## config.mk

```make
export PLATFORM = sky130hd
export DESIGN_NAME = multi_channel_burst_divider
export DESIGN_NICKNAME = d
export VERILOG_FILES = /design/src/rtl/multi_channel_burst_divider.sv
export SDC_FILE = /design/constraint.sdc
export NUM_CORES = 1
export LEC_CHECK = 0
export ABC_AREA = 1
export BUFFER_PORTS_ARGS = -buffer_cell sky130_fd_sc_hd__buf_4
export CAP_MARGIN = 20
export CORE_MARGIN = 2
export CORE_UTILIZATION = 50
export CTS_BUF_LIST = sky130_fd_sc_hd__clkbuf_4 sky130_fd_sc_hd__clkbuf_8
export DETAILED_ROUTE_END_ITERATION = 10
export HOLD_SLACK_MARGIN = 0.12
export PLACE_DENSITY = 0.72
export SYNTH_ARGS = -nofsm -noshare
export SYNTH_HDL_FRONTEND = slang
export SYNTH_SLANG_ARGS = --single-unit
export TNS_END_PERCENT = 30
```

## constraint.sdc

```tcl
create_clock -name HF_CLK -period 2.6 [get_ports HF_CLK]
set_input_delay 0 -clock HF_CLK [delete_from_list [all_inputs] [get_ports HF_CLK]]
set_output_delay 0 -clock HF_CLK [all_outputs]
set_load 0.01 [all_outputs]
```

## src/rtl/multi_channel_burst_divider.sv

```systemverilog
// Purpose : multi-channel burst clock generator. Each burst is PULSES pulses
//           (HIGH cycles high, LOW cycles low), optionally followed by a gap.
//           Bursts rotate round-robin over the set bits of the channel mask.
// Latency : 1 cycle from enable sampled high to the first SAMPLE_CLK high
//           cycle. All outputs are registered.
// Backpressure: none. The block free-runs while enable is high. Dropping
//           enable returns it to IDLE at the next edge.
// Ports   : HF_CLK/NRST_sync clock and async active-low reset.
//           ENSAMP_sync|TEMP_RUN is the enable. HIGH/LOW/PULSES/GAP/CHMASK/
//           ONESHOT_sync are configuration inputs, latched at each burst start.
//           SAMPLE_CLK is one-hot or zero. phase is high during the gap.
//           CH_IDX is the active channel. BURST_DONE is a one-cycle
//           end-of-burst pulse. BUSY is high while in HIGH, LOW or GAP.
module multi_channel_burst_divider #(
  parameter int DIV_W   = 12,
  parameter int BURST_W = 4,
  parameter int GAP_W   = 10,
  parameter int NCH     = 4,
  localparam int CH_W   = (NCH > 1) ? $clog2(NCH) : 1
) (
  input  logic               HF_CLK,
  input  logic               NRST_sync,
  input  logic               ENSAMP_sync,
  input  logic               TEMP_RUN,
  input  logic [DIV_W-1:0]   HIGH_sync,
  input  logic [DIV_W-1:0]   LOW_sync,
  input  logic [BURST_W-1:0] PULSES_sync,
  input  logic [GAP_W-1:0]   GAP_sync,
  input  logic [NCH-1:0]     CHMASK_sync,
  input  logic               ONESHOT_sync,
  output logic [NCH-1:0]     SAMPLE_CLK,
  output logic               phase,
  output logic [CH_W-1:0]    CH_IDX,
  output logic               BURST_DONE,
  output logic               BUSY
);

  localparam int CNT_W = (DIV_W > GAP_W) ? DIV_W : GAP_W;

  typedef enum logic [2:0] {ST_IDLE, ST_HIGH, ST_LOW, ST_GAP, ST_HOLD} state_t;

  state_t             state, state_nxt;
  logic [CNT_W-1:0]   cnt, cnt_nxt;                 // cycles left in current state, minus one
  logic [BURST_W-1:0] pulses_left, pulses_left_nxt; // pulses left after the current one
  logic [CH_W-1:0]    ch_nxt;
  logic               do_latch, restart, done_nxt;
  logic [NCH-1:0]     sample_nxt;
  logic               phase_nxt, busy_nxt;

  // Shadow configuration for the running burst. The pulse count and the mask
  // are consumed at latch time, into pulses_left and the channel pick.
  logic [DIV_W-1:0]   sh_high, sh_low;
  logic [GAP_W-1:0]   sh_gap;
  logic               sh_oneshot;

  logic enable;
  assign enable = ENSAMP_sync | TEMP_RUN;

  // Length-minus-one of a count in which zero means one.
  function automatic logic [CNT_W-1:0] len_m1(input logic [CNT_W-1:0] v);
    return (v == '0) ? '0 : v - 1'b1;
  endfunction

  function automatic logic [BURST_W-1:0] pulses_m1(input logic [BURST_W-1:0] v);
    return (v == '0) ? '0 : v - 1'b1;
  endfunction

  function automatic logic [CH_W-1:0] lowest_set(input logic [NCH-1:0] m);
    lowest_set = '0;
    for (int i = NCH - 1; i >= 0; i--)
      if (((m >> i) & NCH'(1)) != '0) lowest_set = CH_W'(i);
  endfunction

  // First set bit strictly after cur, wrapping. Offset NCH lands back on cur,
  // so a single-bit mask reselects the same channel.
  function automatic logic [CH_W-1:0] next_set(input logic [NCH-1:0] m,
                                               input logic [CH_W-1:0] cur);
    int idx;
    next_set = cur;
    for (int off = NCH; off >= 1; off--) begin
      idx = (int'(cur) + off) % NCH;
      if (((m >> idx) & NCH'(1)) != '0) next_set = CH_W'(idx);
    end
  endfunction

  // State register, counters, shadows and registered outputs.
  always_ff @(posedge HF_CLK or negedge NRST_sync) begin
    if (!NRST_sync) begin
      state       <= ST_IDLE;
      cnt         <= '0;
      pulses_left <= '0;
      sh_high     <= '0;
      sh_low      <= '0;
      sh_gap      <= '0;
      sh_oneshot  <= 1'b0;
      CH_IDX      <= '0;
      SAMPLE_CLK  <= '0;
      phase       <= 1'b0;
      BURST_DONE  <= 1'b0;
      BUSY        <= 1'b0;
    end else begin
      state       <= state_nxt;
      cnt         <= cnt_nxt;
      pulses_left <= pulses_left_nxt;
      CH_IDX      <= ch_nxt;
      SAMPLE_CLK  <= sample_nxt;
      phase       <= phase_nxt;
      BURST_DONE  <= done_nxt;
      BUSY        <= busy_nxt;
      if (do_latch) begin
        sh_high    <= HIGH_sync;
        sh_low     <= LOW_sync;
        sh_gap     <= GAP_sync;
        sh_oneshot <= ONESHOT_sync;
      end
    end
  end

  // Next-state logic.
  always_comb begin
    state_nxt       = state;
    cnt_nxt         = cnt;
    pulses_left_nxt = pulses_left;
    ch_nxt          = CH_IDX;
    do_latch        = 1'b0;
    restart         = 1'b0;
    done_nxt        = 1'b0;
    if (!enable) begin
      state_nxt       = ST_IDLE;
      cnt_nxt         = '0;
      pulses_left_nxt = '0;
      ch_nxt          = '0;
    end else begin
      case (state)
        ST_IDLE: begin
          if (CHMASK_sync != '0) begin
            do_latch        = 1'b1;
            state_nxt       = ST_HIGH;
            cnt_nxt         = len_m1(CNT_W'(HIGH_sync));
            pulses_left_nxt = pulses_m1(PULSES_sync);
            ch_nxt          = lowest_set(CHMASK_sync);
          end
        end
        ST_HIGH: begin
          if (cnt == '0) begin
            state_nxt = ST_LOW;
            cnt_nxt   = len_m1(CNT_W'(sh_low));
          end else begin
            cnt_nxt = cnt - 1'b1;
          end
        end
        ST_LOW: begin
          if (cnt != '0) begin
            cnt_nxt = cnt - 1'b1;
          end else if (pulses_left != '0) begin
            pulses_left_nxt = pulses_left - 1'b1;
            state_nxt       = ST_HIGH;
            cnt_nxt         = len_m1(CNT_W'(sh_high));
          end else begin
            done_nxt = 1'b1;
            if (sh_oneshot) begin
              state_nxt = ST_HOLD;
              cnt_nxt   = '0;
              ch_nxt    = '0;
            end else if (sh_gap != '0) begin
              state_nxt = ST_GAP;
              cnt_nxt   = len_m1(CNT_W'(sh_gap));
            end else begin
              restart = 1'b1;
            end
          end
        end
        ST_GAP: begin
          if (cnt != '0) cnt_nxt = cnt - 1'b1;
          else           restart = 1'b1;
        end
        ST_HOLD: ;
        default: state_nxt = ST_IDLE;
      endcase

      // Back-to-back burst: re-latch config and step to the next channel of the new mask.
      if (restart) begin
        do_latch = 1'b1;
        if (CHMASK_sync == '0) begin
          state_nxt       = ST_IDLE;
          cnt_nxt         = '0;
          pulses_left_nxt = '0;
          ch_nxt          = '0;
        end else begin
          state_nxt       = ST_HIGH;
          cnt_nxt         = len_m1(CNT_W'(HIGH_sync));
          pulses_left_nxt = pulses_m1(PULSES_sync);
          ch_nxt          = next_set(CHMASK_sync, CH_IDX);
        end
      end
    end
  end

  // Output logic: computed from the next state so that the registered outputs line up with the state.
  always_comb begin
    sample_nxt = '0;
    if (state_nxt == ST_HIGH) sample_nxt[ch_nxt] = 1'b1;
    phase_nxt = (state_nxt == ST_GAP);
    busy_nxt  = (state_nxt == ST_HIGH) || (state_nxt == ST_LOW) || (state_nxt == ST_GAP);
  end

endmodule
```

# == Word level (Yosys, flattened, before mapping) ==
# Index checks and enable logic that the tools add are counted.
# classes
add_sub_neg,11
order_cmp,2
eq_ne,14
shifts,4
mux,67
bitwise_logic,5
reduce_logical,22
# ops
cell,n
$mux W12,14
$shr A4 B32 Y1,4
$logic_not A12 Y1,4
$pmux W12 S4,1
$sub A12 B1 Y12 const B,4
$mux W4,8
$mux W2,15
$mux W3,8
$mux W1,16
$ne A4 B4 Y1 const B,4
$eq A3 B2 Y1 const B,4
$pmux W3 S4,1
$reduce_bool A12 Y1,1
$sub A10 B1 Y11 const B,1
$logic_not A10 Y1,1
$reduce_bool A10 Y1,1
$reduce_or A2 Y1,5
$logic_not A4 Y1,2
$pmux W4 S2,1
$reduce_and A4 Y1,2
$reduce_bool A4 Y1,2
$sub A4 B1 Y4 const B,2
$ne A7 B7 Y1 const B,1
$eq A3 B1 Y1 const B,2
other kinds (15),21
# totals
register_bits,63
input_bits,47
out_inout_bits,9

# == Depth between registers and ports, before layout ==
# Gate-level depths: netlist (run 1).
# depth
ltp_word,16
ltp_mapped,17

# == Worst setup path before layout (run 1) ==
# No wires, ideal clock.
# synth_path
kind,flip-flop to flip-flop
startpoint,register sh_gap[0]
endpoint,register sh_low[0]
arrival_time_ns,1.963
t_required_ns,2.477
slack_ns,0.514
path_stages_with_launch,15
n_path_buf,2
synth_period_minus_slack_ns,2.086
cell_sequence,dfrtp_1 inv_1 ha_1 nand2_2 nor2_4 nand2_1 nor2_1 nand2_2 nand2_4 a21oi_2 or2_1 buf_6 buf_8 nor2_4 a21oi_2
# synth_via
elab_chain_len,9
# synth_rtl
element,line_no,text
"start, declared",53,logic [GAP_W-1:0] sh_gap;
"start signal, assigned",113,sh_gap <= GAP_sync;
$reduce_bool A10 Y1,165,end else if (sh_gap != '0) begin
$mux W1,165,
$mux W1,161,if (sh_oneshot) begin
$mux W1,155,end else if (pulses_left != '0) begin
$mux W1,153,if (cnt != '0) begin
$pmux W1 S2,134,case (state)
$mux W1,128,if (!enable) begin
$mux W1,182,if (restart) begin
$mux W1,128,
"end signal, assigned",112,sh_low <= LOW_sync;
"end, declared",52,"logic [DIV_W-1:0] sh_high, sh_low;"
# No other way between the ends. The select of a mux whose other input is x is not followed.
# A chain may end at the register's enable or synchronous reset.

# == Worst setup path after layout (run 1) ==
# layout_path
startpoint,register sh_gap[0]
endpoint,register sh_gap[4]
# layout_via
elab_chain_len,9
# layout_rtl
element,line_no
$reduce_bool A10 Y1,165
$mux W1,165
$mux W1,161
$mux W1,155
$mux W1,153
$pmux W1 S2,134
$mux W1,128
$mux W1,182
$mux W1,128
# No other way between the ends. The select of a mux whose other input is x is not followed.

==> reports/qor.json, run 1 <==
{
  "logic_synthesis": {
    "synthXorXnorAreaFrac_pct": 5.61,
    "main_combinational_cell_family_by_area_after_synthesis": "simple AND/OR/NAND/NOR gates",
    "count_of_state_elements_after_synthesis": 63,
    "synth.avg_cell_area_sq_um": 6.81,
    "synth_mux_area_share_pct": 0,
    "synthCells": 756,
    "synth_adder_area_share_pct": 2.92,
    "postSynth.asyncResetShare_pct": 100,
    "synthDistinctLibCells": 39,
    "seq_area_frac_synth_pct": 30.6,
    "synthSimpleGateAreaFrac_pct": 36.7,
    "synth-main-ff-cell": "dfrtp_1",
    "synth.yosys.warnings": 0,
    "postSynthNetCount": 815,
    "syn_area_sq_um": 5150,
    "synth_edf_count": 0,
    "synth_compound_area_share_pct": 14.4
  },
  "clocking": {
    "clockBufferDepth": 2,
    "worst_skew_pair.late_latency_ns": 0.35,
    "clockRootBuffer": "clkbuf_8",
    "cts_made_buffers": 9,
    "cts_htree_levels": 3,
    "cts_tree": "built",
    "postCtsSetupRepairBufs": 0,
    "cts_num_sinks": 63,
    "cts.reportedPaths.clkPinSlew_ns": 0.07
  },
  "pwr": {
    "total_leakage_power_nw": 3.23,
    "power_frac_seq_pct": 29.2,
    "net-switching-power_mw": 3.03,
    "power_frac_comb_pct": 57.1,
    "power_mw": 6.24,
    "cellPowerDensity_nw_per_um2": 985,
    "power.ir.vdd_worst_mv": 0.524,
    "p_int_mw": 3.22,
    "clock_power_share_pct": 13.8,
    "power.switching_fraction_pct": 48.5
  },
  "critical_path": {
    "worstReg2RegStart": "sh_gap[0]",
    "path_max_fanout": 22,
    "crit_path_start": "sh_gap[0]",
    "worstSetupEndpointType": "flop",
    "worst-endpoint-arrival_ns": 2.68,
    "critical_path_class": "reg2reg",
    "crit_required_ns": 2.84,
    "timing.critical_path.from_type": "flop"
  },
  "placement": {
    "placement.io_buffers": 55,
    "gp_congestion": 0.966,
    "hpwl_mm": 10.1,
    "pre_cts_slack_ns": 0.184
  },
  "run": {
    "max_cap_violations": 0
  },
  "grt": {
    "wire_length_of_the_first_global_routing_pass_mm": 22.6,
    "grt_antenna_before_repair": 0,
    "grt_start_max_net_pins": 64,
    "use_met3_pct": 5.69,
    "busiest_layer": "met2",
    "grtUsageMet2_pct": 44.1,
    "gr-total-overflow": 0,
    "met1_capacity_usage_during_global_routing_pct": 31.5,
    "first_global_vias": 4922,
    "gr-usage-all-layers_pct": 25.3
  },
  "detailed_routing": {
    "detail_route.wirelength_mm": 13.3,
    "wl_per_cell_microns": 13.3,
    "detailedRoute.firstPassIterationCount": 5,
    "drt_iter0_drc": 300,
    "detail_route.drc_violations": 0,
    "via_per_inst": 5.05,
    "vias": 5038,
    "drtAntennaViolNets": 0
  },
  "timing": {
    "setup_slack_ns": 0.152,
    "maxSlewHeadroom_pct": 47.2,
    "final_max_slew_viol_count": 0,
    "layout_worst_path_cycle_share_pct": 94.1,
    "report.final.setup_viol": 0,
    "final_hold_viol_count": 0,
    "max_freq_mhz": 409,
    "tightestPinTransition_ns": 0.793,
    "rsz_0062_raised_after_global_routing": "true",
    "period_minus_slack_ns": 2.45,
    "skew_ns": 0.00955
  },
  "die": {
    "die_height_microns": 105,
    "std_cell_rows": 37,
    "core_area_sq_um": 10100,
    "floorplan.io_pins": 56,
    "dieArea_sq_um": 11100,
    "die-width_microns": 105,
    "initial_core_util_pct": 50.8
  },
  "finish": {
    "share_of_layout_cells_above_drive_strength_1_pct": 17.5,
    "area_delta_synth_final_pct": 23.1,
    "finish.net_count": 917,
    "antenna-diode-count": 0,
    "finalCoreUtilization_pct": 62.5
  },
  "worst_hold_path": {
    "holdCritPathClass": "in2reg",
    "hold_start": "CHMASK_sync[0]"
  },
  "outcome": {
    "run_status": "complete, no violations"
  }
}
==> power by group through the flow <==
stage / clock network, mW / logic, mW / registers [mW]
2_1_floorplan: 0 / 2.64 / 1.75
3_3_place_gp: 0 / 3.38 / 1.82
3_5_place_dp: 0 / 3.47 / 1.83
4_1_cts: 0.881 / 3.54 / 1.81
5_1_grt: 0.926 / 4.02 / 1.87
6_report: 0.859 / 3.56 / 1.82
==> state kept, by name (all words and copies together) (netlist names) <==
| name | cells |
|---|---|
| sh_high | 12 |
| state | 3 |
| phase | 1 |
| sh_low | 12 |
| sh_oneshot | 1 |
| BUSY | 1 |
| SAMPLE_CLK | 4 |
| cnt | 12 |
| CH_IDX | 2 |
| sh_gap | 10 |
| pulses_left | 4 |
| BURST_DONE | 1 |
==> final timing paths <==
check | slack (ns) | to | cells past startpoint
worst max register to register | 0.15 | sh_gap[4] | 13
max in group asynchronous | 1.80 | cnt[1] | 2
worst max-delay path | 0.15 | sh_gap[4] | 13
worst min-delay path | 0.14 | CH_IDX[1] | 6
min in group asynchronous | 0.27 | sh_gap[6] | 2
worst min register to register | 0.48 | cnt[10] | 2
==> cells in the final DEF (no fill, tap or decap), types with 2 or more instances in the layout <==
| cell type | synthesis | routed |
|---|---|---|
| a211oi_1 | 2 | 2 |
| clkinvlp_4 | 0 | 3 |
| o211ai_1 | 5 | 5 |
| nand4_1 | 6 | 6 |
| nor2_1 | 74 | 73 |
| nand2_2 | 3 | 3 |
| nand2_4 | 2 | 2 |
| or2_2 | 5 | 5 |
| o22ai_1 | 5 | 5 |
| nand2_1 | 235 | 235 |
| ha_1 | 12 | 12 |
| buf_12 | 0 | 3 |
| o21ai_0 | 32 | 32 |
| nand3_1 | 52 | 52 |
| nor2_4 | 22 | 22 |
| dfrtp_1 | 63 | 63 |
| o21a_1 | 2 | 2 |
| nor3_1 | 10 | 10 |
| clkinv_2 | 0 | 2 |
| o21ai_1 | 6 | 6 |
| a21oi_2 | 23 | 24 |
| o21ai_2 | 8 | 8 |
| a21oi_1 | 28 | 27 |
| xnor2_1 | 6 | 6 |
| inv_1 | 98 | 98 |
| clkbuf_8 | 0 | 10 |
| xor2_1 | 27 | 27 |
| buf_4 | 1 | 60 |
| dlygate4sd3_1 | 0 | 42 |
| nor2_2 | 4 | 5 |
==> layer usage <==
metal / vias up / share of wire (%) / wire (microns)
met5: - / 0 / 0
met4: 0 / 1.5 / 202
met3: 19 / 5.4 / 712
met2: 131 / 49 / 6480
met1: 2296 / 44 / 5900
li1: 2592 / - / -
==> cell type report <==
type / instances / area (sq um)
Clock buffer: 10 / 138
Inverter: 101 / 384
Fill cell: 879 / 3800
Multi-Input combinational cell: 578 / 3080
Clock inverter: 5 / 58.8
Sequential cell: 63 / 1580
Tap cell: 136 / 170
Timing Repair Buffer: 105 / 931
==> critical path: stages (launching register included) <==
cell	delay (ns)
dfrtp_1	0.38
inv_1	0.11
ha_1	0.25
nand2_2	0.11
nor2_4	0.13
nand2_1	0.14
nor2_1	0.19
nand2_2	0.12
nand2_4	0.13
a21oi_2	0.05
or2_4	0.36
buf_12	0.23
nor2_4	0.09
a21oi_2	0.04
==> synthesized netlist by cell type, types with 2 or more instances <==
cell      number  area, sq um
or2_2          5         31.3
nor2_2         4         25.0
dfrtp_1       63         1580
a21oi_2       23          201
a21oi_1       28          140
o21ai_0       32          160
xor2_1        27          236
buf_8          2         30.0
o22ai_1        5         31.3
nand3_1       52          260
nand2_2        3         18.8
xnor2_1        6         52.6
nor2_1        74          278
o21a_1         2         15.0
nand4_1        6         37.5
nand2_4        2         22.5
o21ai_1        6         30.0
nor2_4        22          248
inv_1         98          368
ha_1          12          150
nor3_1        10         50.1
clkbuf_1       5         18.8
nand2_1      235          882
o211ai_1       5         37.5
a211oi_1       2         15.0
o21ai_2        8         70.1
clkinv_1       2         7.51
buf_6          6         67.6
==> cell families (layout without fill, tap and decap cells) <==
family | Yosys count | after routing
and+or+nand+nor | 417 | 417
DFF | 63 | 63
AOI/OAI and AO/OA | 116 | 116
xor gates and xnor gates | 33 | 33
adders and majority gates | 12 | 12
buffers and inverters | 115 | 221
==> timing repair <==
item	CTS	global route
endpoints found under the hold margin	102	0
hold buffers	42	0
resized for setup	0	4
setup endpoints to repair	0	20
==> stage by stage <==
stage | TNS, ns | cells | instance area [sq um] | hold WS (ns)
finish | 0 | 998 | 6340 | 0.144
global placement | 0 | 941 | 5710 | 0.135
detailed placement | 0 | 941 | 5710 | 0.153
global route | -0.0134 | 998 | 6340 | 0.175
floorplan | 0 | 756 | 5150 | -0.296
CTS | 0 | 998 | 6320 | 0.137
(Power assumes the default switching activity.)
==> run 2, diff against run 1 <==
--- a/config.mk
+++ b/config.mk
@@ -5,7 +5,6 @@
 export SDC_FILE = /design/constraint.sdc
 export NUM_CORES = 1
 export LEC_CHECK = 0
-export ABC_AREA = 1
 export BUFFER_PORTS_ARGS = -buffer_cell sky130_fd_sc_hd__buf_4
 export CAP_MARGIN = 20
 export CORE_MARGIN = 2
==> run 2 against run 1 <==
Effect of this change: the run now ends with setup timing left; combinational power is 3% lower; final area is 3.2% lower; first-iteration DRC count is 21% higher; clock skew is 0.011 ns higher; cell count is 24% lower; critical path depth is 4 lower; non-clock buffer count is 46 higher; clock-buffer cell count stayed put; worst setup slack worse by 0.54 ns; fmax is 18% lower; synthesized area is 13% lower; highest routed layer unchanged.
==> reports/qor.json, run 2 <==
{
  "logic_synthesis": {
    "synth_edf_count": {"value": 0, "change": "unchanged"},
    "synth.largest_area_cell": "dfrtp_1",
    "synth.cells.most_frequent": "63 x dfrtp_1, 45 x nor2_1, 37 x nand2_1",
    "synthDistinctLibCells": {"value": 62, "change": "+59%"},
    "synth-main-ff-cell": "dfrtp_1",
    "yosysTopAreaCellShare": {"value": 35.2, "unit": "%", "change": "+4.5 points"},
    "synthCells": {"value": 505, "change": "-33%"},
    "postSynth.asyncResetShare": {"value": 100, "unit": "%", "change": "unchanged"},
    "synth.yosys.warnings": {"value": 0, "change": "unchanged"},
    "seq_area_frac_synth": {"value": 35.2, "unit": "%", "change": "+4.5 points"},
    "yosysMostFrequentCell": "dfrtp_1",
    "postSynthNetCount": {"value": 564, "change": "-31%"},
    "ys_top_cells_by_area": "dfrtp_1 35%, mux2_2 6.0%, xnor2_1 5.3%",
    "syn_area": {"value": 4480, "unit": "sq um", "change": "-13%"},
    "count_of_state_elements_after_synthesis": {"value": 63, "change": "unchanged"},
    "synth.avg_cell_area": {"value": 8.88, "unit": "sq um", "change": "+30%"}
  },
  "worst_hold_path": {
    "hold_depth": {"value": 5, "change": "-1"},
    "hold_end": "pulses_left[3]",
    "holdCritPathClass": "in2reg",
    "hold_start": "PULSES_sync[3]"
  },
  "critical_path": {
    "crit-reg2reg-capture": "SAMPLE_CLK[3]",
    "crit_required": {"value": 2.87, "unit": "ns", "change": "+0.03 ns"},
    "timing.reg2reg.worst_path_depth": {"value": 9, "change": "-4"},
    "path_max_fanout": {"value": 4, "change": "-82%"},
    "rrSetupSlack": {"value": -0.39, "unit": "ns", "change": "-0.54 ns"},
    "worst-endpoint-arrival": {"value": 3.27, "unit": "ns", "change": "+0.59 ns"},
    "critical_path_class": "reg2reg",
    "worstReg2RegStart": "pulses_left[0]",
    "worstSetupEndpointType": "flop",
    "timing.critical_path.from_type": "flop"
  },
  "grt": {
    "gr-total-overflow": {"value": 0, "change": "unchanged"},
    "grt_start_max_net_pins": {"value": 64, "change": "unchanged"},
    "first_global_vias": {"value": 4459, "change": "-9.4%"},
    "gr-usage-all-layers": {"value": 28.3, "unit": "%", "change": "+3.0 points"},
    "use_met3": {"value": 5.96, "unit": "%", "change": "+0.27 points"},
    "met1_capacity_usage_during_global_routing": {"value": 38.9, "unit": "%", "change": "+7.5 points"},
    "wire_length_of_the_first_global_routing_pass": {"value": 22.1, "unit": "mm", "change": "-2.2%"},
    "grt_antenna_before_repair": {"value": 0, "change": "unchanged"},
    "grtUsageMet2": {"value": 46.7, "unit": "%", "change": "+2.6 points"},
    "busiest_layer": "met2"
  },
  "clocking": {
    "cts_htree_levels": {"value": 3, "change": "unchanged"},
    "clockBufferDepth": {"value": 2, "change": "unchanged"},
    "cts_num_sinks": {"value": 63, "change": "unchanged"},
    "worst_skew_pair.late_latency": {"value": 0.36, "unit": "ns", "change": "about the same"},
    "cts_made_buffers": {"value": 9, "change": "unchanged"},
    "clockRootBuffer": "clkbuf_8",
    "cts.reportedPaths.clkPinSlew": {"value": 0.07, "unit": "ns", "change": "about the same"},
    "cts_tree": "built"
  },
  "pwr": {
    "power.ir.vdd_worst": {"value": 0.608, "unit": "mV", "change": "+16%"},
    "total_leakage_power": {"value": 2.55, "unit": "nW", "change": "-21%"},
    "cellPowerDensity": {"value": 1020, "unit": "nW/um^2", "change": "+3.8%"},
    "power": {"value": 6.27, "unit": "mW", "change": "+0.52%"}
  },
  "placement": {
    "hpwl": {"value": 9.74, "unit": "mm", "change": "-3.9%"},
    "gp_congestion": {"value": 0.954, "change": "-1.3%"},
    "pre_cts_slack": {"value": -0.472, "unit": "ns", "change": "-0.656 ns"},
    "placed_area": {"value": 5320, "unit": "sq um", "change": "-6.9%"},
    "placement.io_buffers": {"value": 55, "change": "unchanged"}
  },
  "timing": {
    "max_freq": {"value": 334, "unit": "MHz", "change": "-18%"},
    "tightestPinTransition": {"value": 0.811, "unit": "ns", "change": "+0.0187 ns"},
    "period_minus_slack": {"value": 2.99, "unit": "ns", "change": "+0.544 ns"},
    "report.final.setup_viol": {"value": 60, "change": "+60"},
    "layout_worst_path_cycle_share": {"value": 115, "unit": "%", "change": "+21 points"},
    "final_hold_viol_count": {"value": 0, "change": "unchanged"},
    "maxSlewHeadroom": {"value": 45.9, "unit": "%", "change": "-1.2 points"},
    "final.setup.tns": {"value": -18.16, "unit": "ns", "change": "-18.16 ns"},
    "rsz_0062_raised_after_global_routing": "true",
    "final_max_slew_viol_count": {"value": 0, "change": "unchanged"},
    "skew": {"value": 0.0209, "unit": "ns", "change": "+0.0113 ns"},
    "hold_slack": {"value": 0.154, "unit": "ns", "change": "+0.0109 ns"},
    "setup_slack": {"value": -0.392, "unit": "ns", "change": "-0.544 ns"}
  },
  "finish": {
    "final_cell_area": {"value": 6130, "unit": "sq um", "change": "-3.2%"},
    "area_delta_synth_final_pct": 36.8,
    "biggestRegsByFlops": "cnt x12, sh_high x12, sh_low x12",
    "most-common-layout-cells": "104 x buf_4, 63 x dfrtp_1, 44 x nor2_1",
    "final_common_cell": "buf_4",
    "share_of_layout_cells_above_drive_strength_1": {"value": 29.1, "unit": "%", "change": "+12 points"},
    "n_fill_cell": {"value": 666, "change": "-24%"},
    "antenna-diode-count": {"value": 0, "change": "unchanged"},
    "finish.net_count": {"value": 706, "change": "-23%"}
  },
  "detailed_routing": {
    "detail_route.wirelength": {"value": 13.9, "unit": "mm", "change": "+4.4%"},
    "detailedRoute.firstPassIterationCount": {"value": 5, "change": "unchanged"},
    "wl_per_cell": {"value": 18.3, "unit": "microns", "change": "+37%"},
    "via_per_inst": {"value": 6.04, "change": "+20%"},
    "vias": {"value": 4587, "change": "-9.0%"},
    "drt_iter0_drc": {"value": 362, "change": "+21%"},
    "drtAntennaViolNets": {"value": 0, "change": "unchanged"},
    "detail_route.drc_violations": {"value": 0, "change": "unchanged"}
  },
  "die": {
    "core_area": {"value": 8720, "unit": "sq um", "change": "-14%"},
    "std_cell_rows": {"value": 34, "change": "-8.1%"},
    "die_height": {"value": 98.7, "unit": "microns", "change": "-6.4%"},
    "floorplan.io_pins": {"value": 56, "change": "unchanged"},
    "dieArea": {"value": 9740, "unit": "sq um", "change": "-12%"},
    "initial_core_util": {"value": 51.4, "unit": "%", "change": "+0.62 points"},
    "die-width": {"value": 98.7, "unit": "microns", "change": "-6.4%"}
  },
  "run": {
    "max_cap_violations": {"value": 0, "change": "unchanged"}
  },
  "outcome": {
    "run_status": "finished, violations left",
    "failed_checks": "setup timing"
  }
}
-- run 2: how the worst max path moves through the flow --
| stage | from | endpoint | slack, ns |
|---|---|---|---|
| final | pulses_left[0] | SAMPLE_CLK[3] | -0.39 |
| after global placement | pulses_left[0] | sh_low[8] | -0.38 |
| after global routing | pulses_left[0] | phase | -0.48 |
| after detailed placement | pulses_left[0] | SAMPLE_CLK[3] | -0.47 |
| after floorplan | pulses_left[0] | sh_gap[7] | -0.45 |
| after CTS | pulses_left[0] | SAMPLE_CLK[3] | -0.42 |
-- run 2: power by group --
group	internal, mW	leakage [nW]	switching, mW
sequential	1.42	0.770	0.490
combinational	1.72	1.69	1.74
clock	0.456	0.0886	0.442
total	3.60	2.55	2.67
-- run 2: cell families after synthesis --
family	share of synthesized area [%]
AOI/OAI and AO/OA	18.8
xor gates and xnor gates	8.21
adders and majority gates	3.35
buffers and inverters	3.99
DFF	35.2
muxes	7.65
and+or+nand+nor	22.8
-- run 2: cell type report --
cell class | count | area, sq um | share of cell area, %
multi-input cells | 398 | 2850 | 46.4
flip-flops and latches | 63 | 1580 | 25.7
repair buffers | 151 | 1280 | 20.9
well taps | 108 | 135 | 2.20
clock buffers | 10 | 131 | 2.14
inverters | 24 | 90.1 | 1.47
clock inverters | 6 | 68.8 | 1.12
-- run 2: routing by layer --
layer,share of wire [%],up-vias
li1,-,2165
met1,43,2197
met2,49,205
met3,6.8,20
met4,1.2,0
met5,0,-
-- run 2: per-stage QoR --
step / utilization (%) / std cells
after floorplan: - / 505
final: 70.3 / 760
after CTS: 68.6 / 753
after global placement: 60.9 / 696
after detailed placement: 60.9 / 696
after global routing: 70.3 / 760
-- run 2: repair_timing --
action                                  4_1_cts  5_1_grt
pin swaps                                     6        6
hold endpoints to repair                    102        0
gates resized for setup                      18       27
setup buffers                                 2        6
cloned                                        0        1
endpoints found under the setup margin       62       62
hold buffers                                 39        0
-- run 2: worst max-delay path, stage by stage (launching register included) --
cell and delay (ns):
dfrtp_1 0.39, inv_2 0.08, ha_4 0.14, or4b_4 0.48, or4_4 0.48, a2111o_1 0.49
buf_6 0.17, o31a_4 0.11, or3b_4 0.41, nor3b_2 0.16
